**config.mk**
```make
export PLATFORM = sky130hd
export DESIGN_NAME = board_tile_renderer
export DESIGN_NICKNAME = d
export VERILOG_FILES = /design/src/rtl/board_tile_renderer_pkg.sv /design/src/rtl/tile_pixel_counter.sv /design/src/rtl/board_tile_renderer.sv
export SDC_FILE = /design/constraint.sdc
export NUM_CORES = 1
export LEC_CHECK = 0
export BUFFER_PORTS_ARGS = -buffer_cell sky130_fd_sc_hd__buf_2
export CAP_MARGIN = 40
export CORE_MARGIN = 2
export CORE_UTILIZATION = 39
export CTS_BUF_LIST = sky130_fd_sc_hd__clkbuf_8
export DETAILED_ROUTE_END_ITERATION = 12
export PLACE_DENSITY_LB_ADDON = 0.15
export SETUP_SLACK_MARGIN = 0.4
export SYNTH_ARGS = -nofsm -noshare
export SYNTH_HDL_FRONTEND = slang
export SYNTH_SLANG_ARGS = --single-unit
```
**constraint.sdc**
```tcl
create_clock -name i_clock -period 3.6 [get_ports i_clock]
set_input_delay 0.72 -clock i_clock [delete_from_list [all_inputs] [get_ports i_clock]]
set_output_delay 0.72 -clock i_clock [all_outputs]
set_load 0.02 [all_outputs]
```
**src/rtl/board_tile_renderer_pkg.sv**
```systemverilog
// rtl/board_tile_renderer_pkg.sv - shared board geometry, colour constants and renderer state encoding
package board_tile_renderer_pkg;
   localparam int BOARD_DIM = 16;
   localparam int COORD_W   = 4;
   localparam int ADDR_W    = 9;
   localparam int COLOUR_W  = 3;
   localparam int X_W       = 10;
   localparam int Y_W       = 9;

   localparam logic [COLOUR_W-1:0] COLOUR_RED    = 3'b100;
   localparam logic [COLOUR_W-1:0] COLOUR_BLUE   = 3'b001;
   localparam logic [COLOUR_W-1:0] COLOUR_YELLOW = 3'b110;
   localparam logic [COLOUR_W-1:0] COLOUR_BLACK  = 3'b000;
   localparam logic [COLOUR_W-1:0] COLOUR_WHITE  = 3'b111;

   typedef enum logic [2:0] {
      S_IDLE,
      S_FETCH,
      S_WAIT,
      S_DRAW,
      S_FINISH
   } state_t;

   // An empty cell is stored as black; it is shown in the background colour instead.
   function automatic logic [COLOUR_W-1:0] substitute_bg(input logic [COLOUR_W-1:0] raw,
                                                         input logic [COLOUR_W-1:0] bg);
      return (raw == COLOUR_BLACK) ? bg : raw;
   endfunction
endpackage

```
**src/rtl/tile_pixel_counter.sv**
```systemverilog
// rtl/tile_pixel_counter.sv - CELL_W x CELL_W raster counter (px fastest) with last-pixel flag
module tile_pixel_counter #(
   parameter int CELL_W = 28,
   parameter int PW     = (CELL_W > 1) ? $clog2(CELL_W) : 1
) (
   input  logic          i_clock,
   input  logic          i_reset,
   input  logic          i_enable,
   input  logic          i_clear,
   output logic [PW-1:0] o_px,
   output logic [PW-1:0] o_py,
   output logic          o_last
);
   localparam logic [PW-1:0] MAX = PW'(CELL_W - 1);

   logic [PW-1:0] r_px;
   logic [PW-1:0] r_py;

   always_ff @(posedge i_clock or posedge i_reset) begin
      if (i_reset) begin
         r_px <= '0;
         r_py <= '0;
      end else if (i_clear) begin
         r_px <= '0;
         r_py <= '0;
      end else if (i_enable) begin
         if (r_px == MAX) begin
            r_px <= '0;
            r_py <= (r_py == MAX) ? '0 : r_py + 1'b1;
         end else begin
            r_px <= r_px + 1'b1;
         end
      end
   end

   assign o_px   = r_px;
   assign o_py   = r_py;
   assign o_last = (r_px == MAX) && (r_py == MAX);
endmodule

```
**src/rtl/board_tile_renderer.sv**
```systemverilog
// rtl/board_tile_renderer.sv - sweeps the 16x16 board BRAM and plots one tile per cell
// Optional build macro GRID_LINES_EN: draws the first row and column of every tile black.
module board_tile_renderer
   import board_tile_renderer_pkg::*;
#(
   parameter int             CELL_W    = 28,
   parameter logic [X_W-1:0] X_ORIGIN  = 10'd96,
   parameter logic [Y_W-1:0] Y_ORIGIN  = 9'd16,
   parameter logic [2:0]     BG_COLOUR = COLOUR_WHITE
) (
   input  logic                i_clock,
   input  logic                i_reset,
   input  logic                i_start,
   output logic [ADDR_W-1:0]   o_rd_address,
   output logic                o_rd_enable,
   input  logic [COLOUR_W-1:0] i_rd_data,
   output logic [X_W-1:0]      o_x_out,
   output logic [Y_W-1:0]      o_y_out,
   output logic [COLOUR_W-1:0] o_colour_out,
   output logic                o_plot,
   output logic                o_busy,
   output logic                o_done
);
   localparam int PW = (CELL_W > 1) ? $clog2(CELL_W) : 1;
   localparam logic [COORD_W-1:0] CELL_MAX = COORD_W'(BOARD_DIM - 1);

   state_t               r_state;
   state_t               w_next;
   logic [COORD_W-1:0]   r_cell_x;
   logic [COORD_W-1:0]   r_cell_y;
   logic [COLOUR_W-1:0]  r_tile_colour;
   logic [PW-1:0]        w_px;
   logic [PW-1:0]        w_py;
   logic                 w_last;
   logic                 w_draw;
   logic                 w_last_cell;
   logic [COLOUR_W-1:0]  w_pix_colour;

   assign w_draw      = (r_state == S_DRAW);
   assign w_last_cell = (r_cell_x == CELL_MAX) && (r_cell_y == CELL_MAX);

   tile_pixel_counter #(.CELL_W(CELL_W), .PW(PW)) u_pixel_counter (
      .i_clock  (i_clock),
      .i_reset  (i_reset),
      .i_enable (w_draw),
      .i_clear  (!w_draw),
      .o_px     (w_px),
      .o_py     (w_py),
      .o_last   (w_last)
   );

   always_ff @(posedge i_clock or posedge i_reset) begin
      if (i_reset) r_state <= S_IDLE;
      else         r_state <= w_next;
   end

   always_comb begin
      w_next = r_state;
      case (r_state)
         S_IDLE:   if (i_start) w_next = S_FETCH;
         S_FETCH:  w_next = S_WAIT;
         S_WAIT:   w_next = S_DRAW;
         S_DRAW:   if (w_last) w_next = w_last_cell ? S_FINISH : S_FETCH;
         S_FINISH: w_next = S_IDLE;
         default:  w_next = S_IDLE;
      endcase
   end

   // Cell walk advances on the last pixel of each tile; colour is captured while BRAM q is valid.
   always_ff @(posedge i_clock or posedge i_reset) begin
      if (i_reset) begin
         r_cell_x      <= '0;
         r_cell_y      <= '0;
         r_tile_colour <= '0;
      end else begin
         if (r_state == S_IDLE && i_start) begin
            r_cell_x <= '0;
            r_cell_y <= '0;
         end else if (w_draw && w_last) begin
            r_cell_x <= r_cell_x + 1'b1;
            if (r_cell_x == CELL_MAX) r_cell_y <= r_cell_y + 1'b1;
         end
         if (r_state == S_WAIT) r_tile_colour <= substitute_bg(i_rd_data, BG_COLOUR);
      end
   end

`ifdef GRID_LINES_EN
   assign w_pix_colour = (w_px == '0 || w_py == '0) ? COLOUR_BLACK : r_tile_colour;
`else
   assign w_pix_colour = r_tile_colour;
`endif

   always_comb begin
      o_rd_address = '0;
      o_rd_enable  = 1'b0;
      o_x_out      = '0;
      o_y_out      = '0;
      o_colour_out = '0;
      o_plot       = 1'b0;
      o_busy       = 1'b0;
      o_done       = 1'b0;
      case (r_state)
         S_FETCH: begin
            o_rd_enable  = 1'b1;
            o_rd_address = {1'b0, r_cell_y, r_cell_x};
            o_busy       = 1'b1;
         end
         S_WAIT: o_busy = 1'b1;
         S_DRAW: begin
            o_busy       = 1'b1;
            o_plot       = 1'b1;
            o_x_out      = X_ORIGIN + X_W'(r_cell_x) * X_W'(CELL_W) + X_W'(w_px);
            o_y_out      = Y_ORIGIN + Y_W'(r_cell_y) * Y_W'(CELL_W) + Y_W'(w_py);
            o_colour_out = w_pix_colour;
         end
         S_FINISH: o_done = 1'b1;
         default: ;
      endcase
   end
endmodule

```
==> impl_metrics.env <==
export IMPL_clock_skew_ns=0.002563
export IMPL_die_h_um=79.23
export IMPL_synth_simple_area_share=0.2795
export IMPL_post_route_worst_setup_slack_ns=-0.1599
export IMPL_place_hpwl_um=3533
export IMPL_use_met1=0.2593
export IMPL_dr_pass1_iters=4
export IMPL_grt_ovfl_total=0
export IMPL_drive_gt1_frac=0.3555
export IMPL_rsz0062_at_grt="yes"
export IMPL_die_w_um=79.23
export IMPL_tns_ns=-0.2922
export IMPL_synth_top_cell_by_area="dfrtp_1"
export IMPL_grt_pass1_vias=1787
export IMPL_cp_cell_sequence="fa_1 > ha_2 > fa_2 > or4_4 > nand3_2 > o22ai_2 > a211o_1 > buf_6"
export IMPL_slowest_stage="or4_4"
export IMPL_slowest_delay_ns=0.57
export IMPL_route_vias_total=1848
export IMPL_clk_path_buf_depth=2
export IMPL_synthXorXnorAreaFrac=0.06349
export IMPL_ys_types=47
export IMPL_drv_slew=0
export IMPL_initial_core_util=0.4033
export IMPL_path_buf_inv=1
export IMPL_die_area_um2=6277
export IMPL_crit_fanout=5
export IMPL_cts_max_level=1
export IMPL_placed_cell_area_um2=2570
export IMPL_synthArstFlopShare=1.000
export IMPL_synth_top_family_by_area="simple AND/OR/NAND/NOR gates"
export IMPL_via_per_inst=4.954
export IMPL_synth_fp_nets=284
export IMPL_portBuffers=39
export IMPL_fill_cells=543
export IMPL_diodes=0
export IMPL_grt_most_used_layer="met2"
export IMPL_fin_crit_ns=3.760
export IMPL_endpoint_kind="primary output"
export IMPL_detail_route_antenna_nets=0
export IMPL_netlist_area_leader_share=0.2721
export IMPL_clock_root_buffer="clkbuf_8"
export IMPL_clk_latency_ns=0.27
export IMPL_syn_cell_area_um2=2207
export IMPL_routabilityCongestion=0.8175
export IMPL_synth_edf_count=0
export IMPL_io_pins=41
export IMPL_yosysWarnings=0
export IMPL_avgRoutedWirePerCell_um=13.12
export IMPL_ys_seq_elements=24
export IMPL_clk_pin_slew_worst_paths_ns=0.08
export IMPL_coreArea_um2=5473
export IMPL_hold_viol_final=0
export IMPL_syn_mean_instance_area_um2=9.158
export IMPL_synthesis_instances=241
export IMPL_multi_input_area_um2=1707
export IMPL_grt_pass1_wl_um=8618
export IMPL_worstSetupPathType="register to primary output"
export IMPL_cp_arrival_ns=3.04
export IMPL_setup_violations_final=2
export IMPL_antenna_found_initial=0
export IMPL_clock_sink_count=24
export IMPL_synth_compound_area_frac=0.09354
export IMPL_drt_initial_drc_count=65
export IMPL_globalRouteTotalUtil=0.1711
export IMPL_area_growth_pct=32.14
export IMPL_required_ns=2.88
export IMPL_yosysSeqAreaShare=0.2721
export IMPL_routed_wl_um=4892
export IMPL_violations="setup timing"
export IMPL_holdCritPathClass="primary input to async pin"
export IMPL_grt_util_met3=0.03068
export IMPL_num_rows=27
export IMPL_cap_violations=0
export IMPL_stdcell_area_um2=2917
export IMPL_num_nets_final=346
export IMPL_cp_top_family="adder cells"
export IMPL_finalCritPeriodShare=1.044
export IMPL_status="finished, violations left"
export IMPL_slew_headroom=0.4567
export IMPL_area_sequential_um2=603.1
export IMPL_grt_max_degree=16
export IMPL_cp_start_kind="register"
export IMPL_max_freq_mhz=266.0
export IMPL_yosys_top_cells_area="dfrtp_1 (27%), ha_1 (15%), fa_1 (9.1%), and2_1 (6.2%), xnor2_1 (5.6%)"
export IMPL_drc_errors=0
export IMPL_tritoncts="built"
export IMPL_powerDensity_nw_per_um2=309.4
export IMPL_cts_buffers=3
export IMPL_muxShareOfSynthArea=0.009070
export IMPL_hold_buffers=0
export IMPL_leakage_nw=1.314
export IMPL_worstMarginPinSlew_ns=0.8128
export IMPL_synth_ff_type="dfrtp_1"
export IMPL_met2_usage=0.2636
export IMPL_max_vdd_ir_drop_mv=0.1516
export IMPL_synth_adder_area_share=0.2438
worst reg2reg max path: stages (launching register included):
cell      delay [ns]
dfrtp_1         0.46
nand3b_1        0.47
buf_4           0.36
nor4_4          0.40
nand3_1         0.15
xnor2_1         0.16
nor2_1          0.06
placed cells by master (no fill, tap or decap), types with 2 or more instances in the layout:
cell	instances
nor3_1	5
and2_1	21
a21oi_1	10
nand2_1	12
nor2_1	30
nor2_2	2
buf_2	30
fa_1	7
dfrtp_1	22
nand4b_1	2
nand3_2	2
nand3_1	5
nor3_2	2
xnor2_2	3
o21bai_1	2
a21oi_2	6
mux2i_1	2
clkbuf_8	3
nor3b_1	4
nor2b_1	3
nand4_1	3
inv_1	13
buf_4	26
dfrtp_2	2
nor3b_2	2
o211ai_1	2
nor2b_2	2
ha_1	21
o31ai_1	2
a21o_1	2
xnor2_1	11
ha_4	5
xor2_1	2
o21ai_0	2
fa_2	3
buf_6	5
what timing repair did:
| item | 4_1_cts | 5_1_grt |
|---|---|---|
| resized for setup | 30 | 13 |
| buffers inserted | 10 | 4 |
| pin swaps | 17 | 12 |
| setup endpoints to repair | 9 | 10 |
final cells by class:
| type | count | area share |
|---|---|---|
| Multi-Input combinational cell | 197 | 0.5852 |
| Inverter | 15 | 0.02016 |
| Timing Repair Buffer | 62 | 0.1429 |
| Sequential cell | 24 | 0.2068 |
| Tap cell | 72 | 0.03089 |
| Clock buffer | 3 | 0.01416 |
metrics by stage:
stage | power (mW) | setup slack (ns) | hold WS [ns] | utilization | instances
floorplan | 0.5307 | 0.2015 | 0.4443 | - | 241
global placement | 0.6060 | 0.09080 | 0.4773 | 0.4669 | 355
detailed placement | 0.6110 | 0.05701 | 0.4844 | 0.4696 | 356
CTS | 0.8692 | -0.1895 | 0.4878 | 0.5162 | 369
global route | 0.9663 | -0.2477 | 0.5042 | 0.5329 | 373
finish | 0.9025 | -0.1599 | 0.4756 | 0.5329 | 373
flip-flops by register name (all words and copies together) (netlist names):
register / flops
u_pixel_counter.o_px: 5
u_pixel_counter.o_py: 5
r_tile_colour: 3
r_cell_x: 4
r_cell_y: 4
r_state: 3
metal layers:
layer / part of all wire / vias up / routed length [um]
met3: 0.039 / 2 / 191
met1: 0.50 / 876 / 2456
li1: - / 933 / -
met4: 0.0020 / 0 / 10
met2: 0.46 / 37 / 2234
met5: 0 / - / 0
cells in the mapped netlist (3+ instances only):
| cell | n |
|---|---|
| nor3_1 | 7 |
| nor2b_1 | 5 |
| a21oi_1 | 16 |
| inv_1 | 15 |
| fa_1 | 10 |
| nand3_1 | 6 |
| nand2_1 | 12 |
| nor3b_1 | 6 |
| xnor2_1 | 14 |
| ha_1 | 27 |
| and2_1 | 22 |
| nor2_1 | 32 |
| dfrtp_1 | 24 |
| nand4_1 | 3 |
report_power, final:
group / switching, mW / total [mW] / leakage [nW] / internal [mW]
registers: 0.00646 / 0.283 / 0.276 / 0.276
clock network: 0.0860 / 0.161 / 0.0216 / 0.0749
logic: 0.231 / 0.459 / 1.02 / 0.228
total: 0.324 / 0.902 / 1.31 / 0.579
worst paths after layout:
kind,from,endpoint,slack [ns],cells after the start
max,r_cell_x[1],o_x_out[8],-0.16,8
min,i_reset,u_pixel_counter.o_py[4],0.48,2
max reg2reg,r_state[2],r_cell_y[3],1.42,6
min reg2reg,u_pixel_counter.o_px[0],u_pixel_counter.o_px[0],0.49,1
max in group asynchronous,i_reset,r_cell_y[1],2.64,3
min in group i_clock,u_pixel_counter.o_px[0],u_pixel_counter.o_px[0],0.49,1
logic make-up (layout without fill, tap and decap cells):
group	count (synthesis)	after routing
compound gates	33	33
xor+xnor	16	16
fa+ha+maj	37	37
buf+inv	20	80
flops	24	24
mux	2	2
other cells	1	1
simple gates	108	108
(Power assumes the default switching activity.)
